[config.mk]
export PLATFORM = sky130hd
export DESIGN_NAME = hazard_pipe_tracker_flat
export DESIGN_NICKNAME = d
export VERILOG_FILES = /design/src/rtl/hazard_pipe_tracker_if.sv /design/src/rtl/hazard_pipe_tracker.sv /design/src/flat_wrapper.sv
export SDC_FILE = /design/constraint.sdc
export NUM_CORES = 1
export LEC_CHECK = 0
export ABC_AREA = 1
export BUFFER_PORTS_ARGS = -buffer_cell sky130_fd_sc_hd__buf_2
export CORE_UTILIZATION = 56
export DETAILED_ROUTE_END_ITERATION = 10
export PLACE_DENSITY = 0.84
export SETUP_SLACK_MARGIN = 0.05
export SYNTH_ARGS = -nofsm -noshare
export SYNTH_HDL_FRONTEND = slang
export SYNTH_SLANG_ARGS = --single-unit
export TNS_END_PERCENT = 1
[constraint.sdc]
create_clock -name clk -period 4.1 [get_ports clk]
set_input_delay 1.23 -clock clk [delete_from_list [all_inputs] [get_ports clk]]
set_output_delay 1.23 -clock clk [all_outputs]
set_load 0.01 [all_outputs]
[src/rtl/hazard_pipe_tracker_if.sv]
// Instruction-descriptor handshake into the hazard pipe tracker.
// The master offers descriptors; the slave (tracker) returns in_ready.
interface hazard_pipe_tracker_if #(
  parameter int unsigned REG_AW = 4
);
  logic              in_valid;
  logic              in_ready;
  logic [REG_AW-1:0] in_src1;
  logic [REG_AW-1:0] in_src2;
  logic [REG_AW-1:0] in_dst;
  logic              in_wr;
  logic              in_load;

  modport master (
    output in_valid, in_src1, in_src2, in_dst, in_wr, in_load,
    input  in_ready
  );

  modport slave (
    input  in_valid, in_src1, in_src2, in_dst, in_wr, in_load,
    output in_ready
  );
endinterface

[src/rtl/hazard_pipe_tracker.sv]
// ID/EX/MEM/WB descriptor pipeline driven by an external hazard resolver's stall/flush requests,
// with retire/bubble counters and a sticky stall watchdog.
module hazard_pipe_tracker #(
  parameter int unsigned REG_AW    = 4,
  parameter int unsigned CNT_W     = 8,
  parameter int unsigned MAX_STALL = 15
) (
  input  logic              clk,
  input  logic              rst_n,
  input  logic              ena,
  hazard_pipe_tracker_if.slave in_bus,
  input  logic              stall_req,
  input  logic              flush_req,
  output logic              id_valid,
  output logic              ex_valid,
  output logic              mem_valid,
  output logic              wb_valid,
  output logic [REG_AW-1:0] id_src1,
  output logic [REG_AW-1:0] id_src2,
  output logic [REG_AW-1:0] ex_dst,
  output logic [REG_AW-1:0] mem_dst,
  output logic [REG_AW-1:0] wb_dst,
  output logic              ex_wr,
  output logic              mem_wr,
  output logic              wb_wr,
  output logic              ex_load,
  output logic              wb_we,
  output logic [CNT_W-1:0]  retire_cnt,
  output logic [CNT_W-1:0]  bubble_cnt,
  output logic              stall_timeout
);

  localparam logic [7:0] MaxRun = 8'(MAX_STALL);

  logic              id_valid_q, id_valid_d, id_wr_q, id_wr_d, id_load_q, id_load_d;
  logic [REG_AW-1:0] id_src1_q, id_src1_d, id_src2_q, id_src2_d, id_dst_q, id_dst_d;
  logic              ex_valid_q, ex_valid_d, ex_wr_q, ex_wr_d, ex_load_q, ex_load_d;
  logic [REG_AW-1:0] ex_dst_q, ex_dst_d;
  logic              mem_valid_q, mem_valid_d, mem_wr_q, mem_wr_d;
  logic [REG_AW-1:0] mem_dst_q, mem_dst_d;
  logic              wb_valid_q, wb_valid_d, wb_wr_q, wb_wr_d;
  logic [REG_AW-1:0] wb_dst_q, wb_dst_d;
  logic [CNT_W-1:0]  retire_q, retire_d, bubble_q, bubble_d;
  logic [7:0]        run_q, run_d;
  logic              timeout_q, timeout_d;

  assign in_bus.in_ready = ena & ~stall_req & ~flush_req;

  always_comb begin
    id_valid_d  = id_valid_q;
    id_src1_d   = id_src1_q;
    id_src2_d   = id_src2_q;
    id_dst_d    = id_dst_q;
    id_wr_d     = id_wr_q;
    id_load_d   = id_load_q;
    ex_valid_d  = ex_valid_q;
    ex_dst_d    = ex_dst_q;
    ex_wr_d     = ex_wr_q;
    ex_load_d   = ex_load_q;
    mem_valid_d = mem_valid_q;
    mem_dst_d   = mem_dst_q;
    mem_wr_d    = mem_wr_q;
    wb_valid_d  = wb_valid_q;
    wb_dst_d    = wb_dst_q;
    wb_wr_d     = wb_wr_q;
    retire_d    = retire_q;
    bubble_d    = bubble_q;
    run_d       = run_q;
    timeout_d   = timeout_q;

    if (ena) begin
      // MEM and WB always advance; EX contents move on even when being squashed.
      mem_valid_d = ex_valid_q;
      mem_dst_d   = ex_dst_q;
      mem_wr_d    = ex_wr_q;
      wb_valid_d  = mem_valid_q;
      wb_dst_d    = mem_dst_q;
      wb_wr_d     = mem_wr_q;
      if (wb_valid_q) retire_d = retire_q + CNT_W'(1);

      if (flush_req || stall_req) begin
        ex_valid_d = 1'b0;
        ex_dst_d   = '0;
        ex_wr_d    = 1'b0;
        ex_load_d  = 1'b0;
      end else begin
        ex_valid_d = id_valid_q;
        ex_dst_d   = id_dst_q;
        ex_wr_d    = id_wr_q;
        ex_load_d  = id_load_q;
      end

      if (flush_req || (!stall_req && !in_bus.in_valid)) begin
        id_valid_d = 1'b0;
        id_src1_d  = '0;
        id_src2_d  = '0;
        id_dst_d   = '0;
        id_wr_d    = 1'b0;
        id_load_d  = 1'b0;
      end else if (!stall_req) begin
        id_valid_d = 1'b1;
        id_src1_d  = in_bus.in_src1;
        id_src2_d  = in_bus.in_src2;
        id_dst_d   = in_bus.in_dst;
        id_wr_d    = in_bus.in_wr;
        id_load_d  = in_bus.in_load;
      end

      if (stall_req && !flush_req) begin
        bubble_d = bubble_q + CNT_W'(1);
        run_d    = (run_q == MaxRun) ? run_q : run_q + 8'd1;
        if (run_d == MaxRun) timeout_d = 1'b1;
      end else begin
        run_d = '0;
      end
    end
  end

  always_ff @(posedge clk or negedge rst_n) begin
    if (!rst_n) begin
      id_valid_q  <= 1'b0;
      id_src1_q   <= '0;
      id_src2_q   <= '0;
      id_dst_q    <= '0;
      id_wr_q     <= 1'b0;
      id_load_q   <= 1'b0;
      ex_valid_q  <= 1'b0;
      ex_dst_q    <= '0;
      ex_wr_q     <= 1'b0;
      ex_load_q   <= 1'b0;
      mem_valid_q <= 1'b0;
      mem_dst_q   <= '0;
      mem_wr_q    <= 1'b0;
      wb_valid_q  <= 1'b0;
      wb_dst_q    <= '0;
      wb_wr_q     <= 1'b0;
      retire_q    <= '0;
      bubble_q    <= '0;
      run_q       <= '0;
      timeout_q   <= 1'b0;
    end else begin
      id_valid_q  <= id_valid_d;
      id_src1_q   <= id_src1_d;
      id_src2_q   <= id_src2_d;
      id_dst_q    <= id_dst_d;
      id_wr_q     <= id_wr_d;
      id_load_q   <= id_load_d;
      ex_valid_q  <= ex_valid_d;
      ex_dst_q    <= ex_dst_d;
      ex_wr_q     <= ex_wr_d;
      ex_load_q   <= ex_load_d;
      mem_valid_q <= mem_valid_d;
      mem_dst_q   <= mem_dst_d;
      mem_wr_q    <= mem_wr_d;
      wb_valid_q  <= wb_valid_d;
      wb_dst_q    <= wb_dst_d;
      wb_wr_q     <= wb_wr_d;
      retire_q    <= retire_d;
      bubble_q    <= bubble_d;
      run_q       <= run_d;
      timeout_q   <= timeout_d;
    end
  end

  assign id_valid      = id_valid_q;
  assign ex_valid      = ex_valid_q;
  assign mem_valid     = mem_valid_q;
  assign wb_valid      = wb_valid_q;
  assign id_src1       = id_src1_q;
  assign id_src2       = id_src2_q;
  assign ex_dst        = ex_dst_q;
  assign mem_dst       = mem_dst_q;
  assign wb_dst        = wb_dst_q;
  assign ex_wr         = ex_wr_q;
  assign mem_wr        = mem_wr_q;
  assign wb_wr         = wb_wr_q;
  assign ex_load       = ex_load_q;
  assign wb_we         = wb_valid_q & wb_wr_q;
  assign retire_cnt    = retire_q;
  assign bubble_cnt    = bubble_q;
  assign stall_timeout = timeout_q;

endmodule

[src/flat_wrapper.sv]
// flat-port wrapper written by rule: the top's interface ports become plain ports
module hazard_pipe_tracker_flat 
#(
  parameter int unsigned REG_AW    = 4,
  parameter int unsigned CNT_W     = 8,
  parameter int unsigned MAX_STALL = 15
)
  (clk, rst_n, ena, stall_req, flush_req, id_valid, ex_valid, mem_valid, wb_valid, id_src1, id_src2, ex_dst, mem_dst, wb_dst, ex_wr, mem_wr, wb_wr, ex_load, wb_we, retire_cnt, bubble_cnt, stall_timeout, in_bus_in_valid, in_bus_in_src1, in_bus_in_src2, in_bus_in_dst, in_bus_in_wr, in_bus_in_load, in_bus_in_ready);
  hazard_pipe_tracker_if #(.REG_AW(REG_AW)) in_bus_i ();
  input  logic clk;
  input  logic rst_n;
  input  logic ena;
  input  logic stall_req;
  input  logic flush_req;
  output logic id_valid;
  output logic ex_valid;
  output logic mem_valid;
  output logic wb_valid;
  output logic [REG_AW-1:0] id_src1;
  output logic [REG_AW-1:0] id_src2;
  output logic [REG_AW-1:0] ex_dst;
  output logic [REG_AW-1:0] mem_dst;
  output logic [REG_AW-1:0] wb_dst;
  output logic ex_wr;
  output logic mem_wr;
  output logic wb_wr;
  output logic ex_load;
  output logic wb_we;
  output logic [CNT_W-1:0] retire_cnt;
  output logic [CNT_W-1:0] bubble_cnt;
  output logic stall_timeout;
  input wire logic [$bits(in_bus_i.in_valid)-1:0] in_bus_in_valid;
  input wire logic [$bits(in_bus_i.in_src1)-1:0] in_bus_in_src1;
  input wire logic [$bits(in_bus_i.in_src2)-1:0] in_bus_in_src2;
  input wire logic [$bits(in_bus_i.in_dst)-1:0] in_bus_in_dst;
  input wire logic [$bits(in_bus_i.in_wr)-1:0] in_bus_in_wr;
  input wire logic [$bits(in_bus_i.in_load)-1:0] in_bus_in_load;
  output wire logic [$bits(in_bus_i.in_ready)-1:0] in_bus_in_ready;
  assign in_bus_i.in_valid = in_bus_in_valid;
  assign in_bus_i.in_src1 = in_bus_in_src1;
  assign in_bus_i.in_src2 = in_bus_in_src2;
  assign in_bus_i.in_dst = in_bus_in_dst;
  assign in_bus_i.in_wr = in_bus_in_wr;
  assign in_bus_i.in_load = in_bus_in_load;
  assign in_bus_in_ready = in_bus_i.in_ready;
  hazard_pipe_tracker #(.REG_AW(REG_AW), .CNT_W(CNT_W), .MAX_STALL(MAX_STALL)) u_core (.clk(clk), .rst_n(rst_n), .ena(ena), .in_bus(in_bus_i), .stall_req(stall_req), .flush_req(flush_req), .id_valid(id_valid), .ex_valid(ex_valid), .mem_valid(mem_valid), .wb_valid(wb_valid), .id_src1(id_src1), .id_src2(id_src2), .ex_dst(ex_dst), .mem_dst(mem_dst), .wb_dst(wb_dst), .ex_wr(ex_wr), .mem_wr(mem_wr), .wb_wr(wb_wr), .ex_load(ex_load), .wb_we(wb_we), .retire_cnt(retire_cnt), .bubble_cnt(bubble_cnt), .stall_timeout(stall_timeout));
endmodule
==> impl_metrics.tcl <==
set metrics [dict create \
    fin_tns_setup_ns 0 \
    pin_count 67 \
    grt_usage 0.229 \
    route.detailed.drc 0 \
    worstHoldEndpoint "u_core.stall_timeout" \
    cp-end-kind "output pin" \
    busiest_layer "met2" \
    grt_max_degree 47 \
    post-route-period-util 0.850 \
    h-tree-depth 3 \
    finalNetCount 375 \
    r2r_slack_ns 2.45 \
    antenna_found_initial 0 \
    fin_cells 409 \
    use_met3 0.0606 \
    fmax_mhz 287 \
    syn-cell-area_um2 2600 \
    fp.dieW_um 70.2 \
    worstSetupPathType "input port to output pin" \
    ys_ff_latch 59 \
    yosysWarnings 0 \
    core_region_area_um2 4410 \
    postSynthCellCount 281 \
    period_needed_ns 3.49 \
    fill_cells 334 \
    whs_path_depth 2 \
    drtIter0Drc 74 \
    tritoncts "built" \
    tightest_slew_ns 0.986 \
    die-area_um2 4920 \
    finalHoldViolCount 0 \
    holdBufCountCts 0 \
    critical_path_arrival_ns 2.26 \
    gp_congestion 0.818 \
    fp-row-count 24 \
    final_layout_size_suffix_gt1_frac 0.255 \
    finalSetupViolCount 0 \
    cts_root_buf "clkbuf_8" \
    overflow 0 \
    clock-sinks 59 \
    peakVddDrop_uv 235 \
    detail-route-antenna-nets 0 \
    cp-start-kind "input port" \
    area_delta_synth_final_pct 23.2 \
    start_util 0.590 \
    hold_path_startpoint "u_core.stall_timeout" \
    clk_latency_ns 0.33 \
    synth_area_per_cell_um2 9.26 \
    p_per_area_nw_per_um2 484 \
    fin_hold_ws_ns 0.460 \
    status "finished, final reports clean" \
    yosysSeqAreaShare 0.567 \
    rr_worst_depth 9 \
    avgRoutedWirePerCell_um 12.6 \
    rsz0062_at_grt "no" \
    crit_fanout 31 \
    slew_headroom 0.342 \
    wl_um 5170 \
    num_vias 2132 \
    use_met2 0.373 \
    numCtsBuffers 9 \
    p_leak_uw 0.00175 \
    place_inst 393 \
    grt_first_pass_wirelength_um 8680 \
    first_pass_iters 4 \
    hold_class "flip-flop to flip-flop" \
    synth_cell_types 26 \
    final-max-slew-violation-count 0 \
    path_clk_slew_ns 0.06 \
    crit_required_ns 2.87 \
    clock_path_buffers 2 \
    die_height_um 70.2 \
    use_met1 0.278 \
    rr_endpoint "u_core.stall_timeout" \
    first_global_vias 2030 \
    syn-num-nets 304 \
    cap_viol_max_count 0 \
    post-dp-hpwl_um 3620 \
    vias_per_cell 5.21 \
    finClkSkew_ns 0.00357 \
    timing.rr.start "u_core.run_q[1]" \
    io_buffers 66 \
    ctsResizeCount 0 \
    diodes 0 \
    cts_setup_buffers 0 \
]
[kinds of logic (layout without fill, tap and decap cells)]
| family | count (synthesis) | in the layout | share of synthesized area |
|---|---|---|---|
| AOI/OAI and AO/OA | 45 | 45 | 0.0933 |
| xor gates and xnor gates | 14 | 14 | 0.0471 |
| adders and majority gates | 3 | 3 | 0.0144 |
| DFF | 59 | 59 | 0.567 |
| and+or+nand+nor | 112 | 112 | 0.203 |
| buffers and inverters | 48 | 124 | 0.0750 |
[cell usage in the layout, fill, tap and decap left out]
cell       instances
buf_2             66
nand2_1           62
dfrtp_1           59
inv_1             38
o21ai_0           36
nand3_1           25
clkbuf_8          12
nor2_1            10
xor2_1            10
o22ai_1            6
nand4_1            6
xnor2_1            4
ha_1               3
inv_2              2
a22o_1             2
nor3_1             2
bufinv_16          2
buf_4              2
nor3_4             1
nor2_4             1
nand2_2            1
o21bai_1           1
nor2_8             1
nand3_4            1
nor2_2             1
nor3b_1            1
clkinv_4           1
clkbuf_1           1
[worst max-delay path, cell delays in order]
cell	delay, ns
buf_2	0.10
inv_2	0.18
nor3_4	0.51
buf_2	0.24
[area by class of cell]
cell class                      count  area, µm²  share of cell area
Sequential cell                    59       1480               0.461
Multi-Input combinational cell    174        931               0.290
Timing Repair Buffer               68        345               0.108
Clock buffer                       13        169              0.0527
Inverter                           40        150              0.0468
Clock inverter                      3       68.8              0.0215
Tap cell                           52       65.1              0.0203
[metrics by stage]
stage	setup WS [ns]	instance area, µm²	power [µW]	util
3_3_place_gp	0.673	2970	933	0.672
5_1_grt	0.498	3210	1620	0.726
2_1_floorplan	1.02	2600	838	-
6_report	0.614	3210	1550	0.726
4_1_cts	0.628	3210	1570	0.726
3_5_place_dp	0.635	2970	948	0.672
[Yosys cell counts]
cell	instances	area [µm²]
a22o_1	2	17.5
buf_2	3	15.0
buf_4	1	7.51
buf_6	1	11.3
clkbuf_1	3	11.3
dfrtp_1	59	1480
ha_1	3	37.5
inv_1	38	143
inv_2	2	7.51
nand2_1	62	233
nand2_2	1	6.26
nand3_1	25	125
nand3_4	1	17.5
nand4_1	6	37.5
nor2_1	10	37.5
nor2_2	1	6.26
nor2_4	1	11.3
nor2_8	1	20.0
nor3_1	2	10.0
nor3_4	1	16.3
nor3b_1	1	7.51
o21ai_0	36	180
o21bai_1	1	7.51
o22ai_1	6	37.5
xnor2_1	4	35.0
xor2_1	10	87.6
[worst max-delay path by stage]
stage | startpoint | to | slack (ns) | depth (start not counted)
after floorplan | ena | in_bus_in_ready | 1.02 | 4
after global placement | ena | in_bus_in_ready | 0.67 | 4
after detailed placement | ena | in_bus_in_ready | 0.64 | 4
after CTS | ena | in_bus_in_ready | 0.63 | 4
after global routing | ena | in_bus_in_ready | 0.50 | 4
final | ena | in_bus_in_ready | 0.61 | 4
[state kept, by name (all words and copies together) (netlist names), 4 cells and up]
| register | count |
|---|---|
| u_core.bubble_cnt | 8 |
| u_core.ex_dst | 4 |
| u_core.id_dst_q | 4 |
| u_core.id_src1 | 4 |
| u_core.id_src2 | 4 |
| u_core.mem_dst | 4 |
| u_core.retire_cnt | 8 |
| u_core.run_q | 8 |
| u_core.wb_dst | 4 |
[power by group]
group	internal (µW)	total (µW)	switching, µW
Clock	393	619	226
Combinational	92.9	224	131
Sequential	644	710	65.9
Total	1130	1550	422
[layer usage]
| layer | part of all wire | vias up | wire length, µm |
|---|---|---|---|
| met2 | 0.49 | 68 | 2510 |
| met4 | 0.022 | 0 | 113 |
| li1 | - | 1050 | - |
| met3 | 0.052 | 14 | 268 |
| met1 | 0.44 | 1000 | 2280 |
| met5 | 0 | - | 0 |
Power figures use the tool's default switching activity.
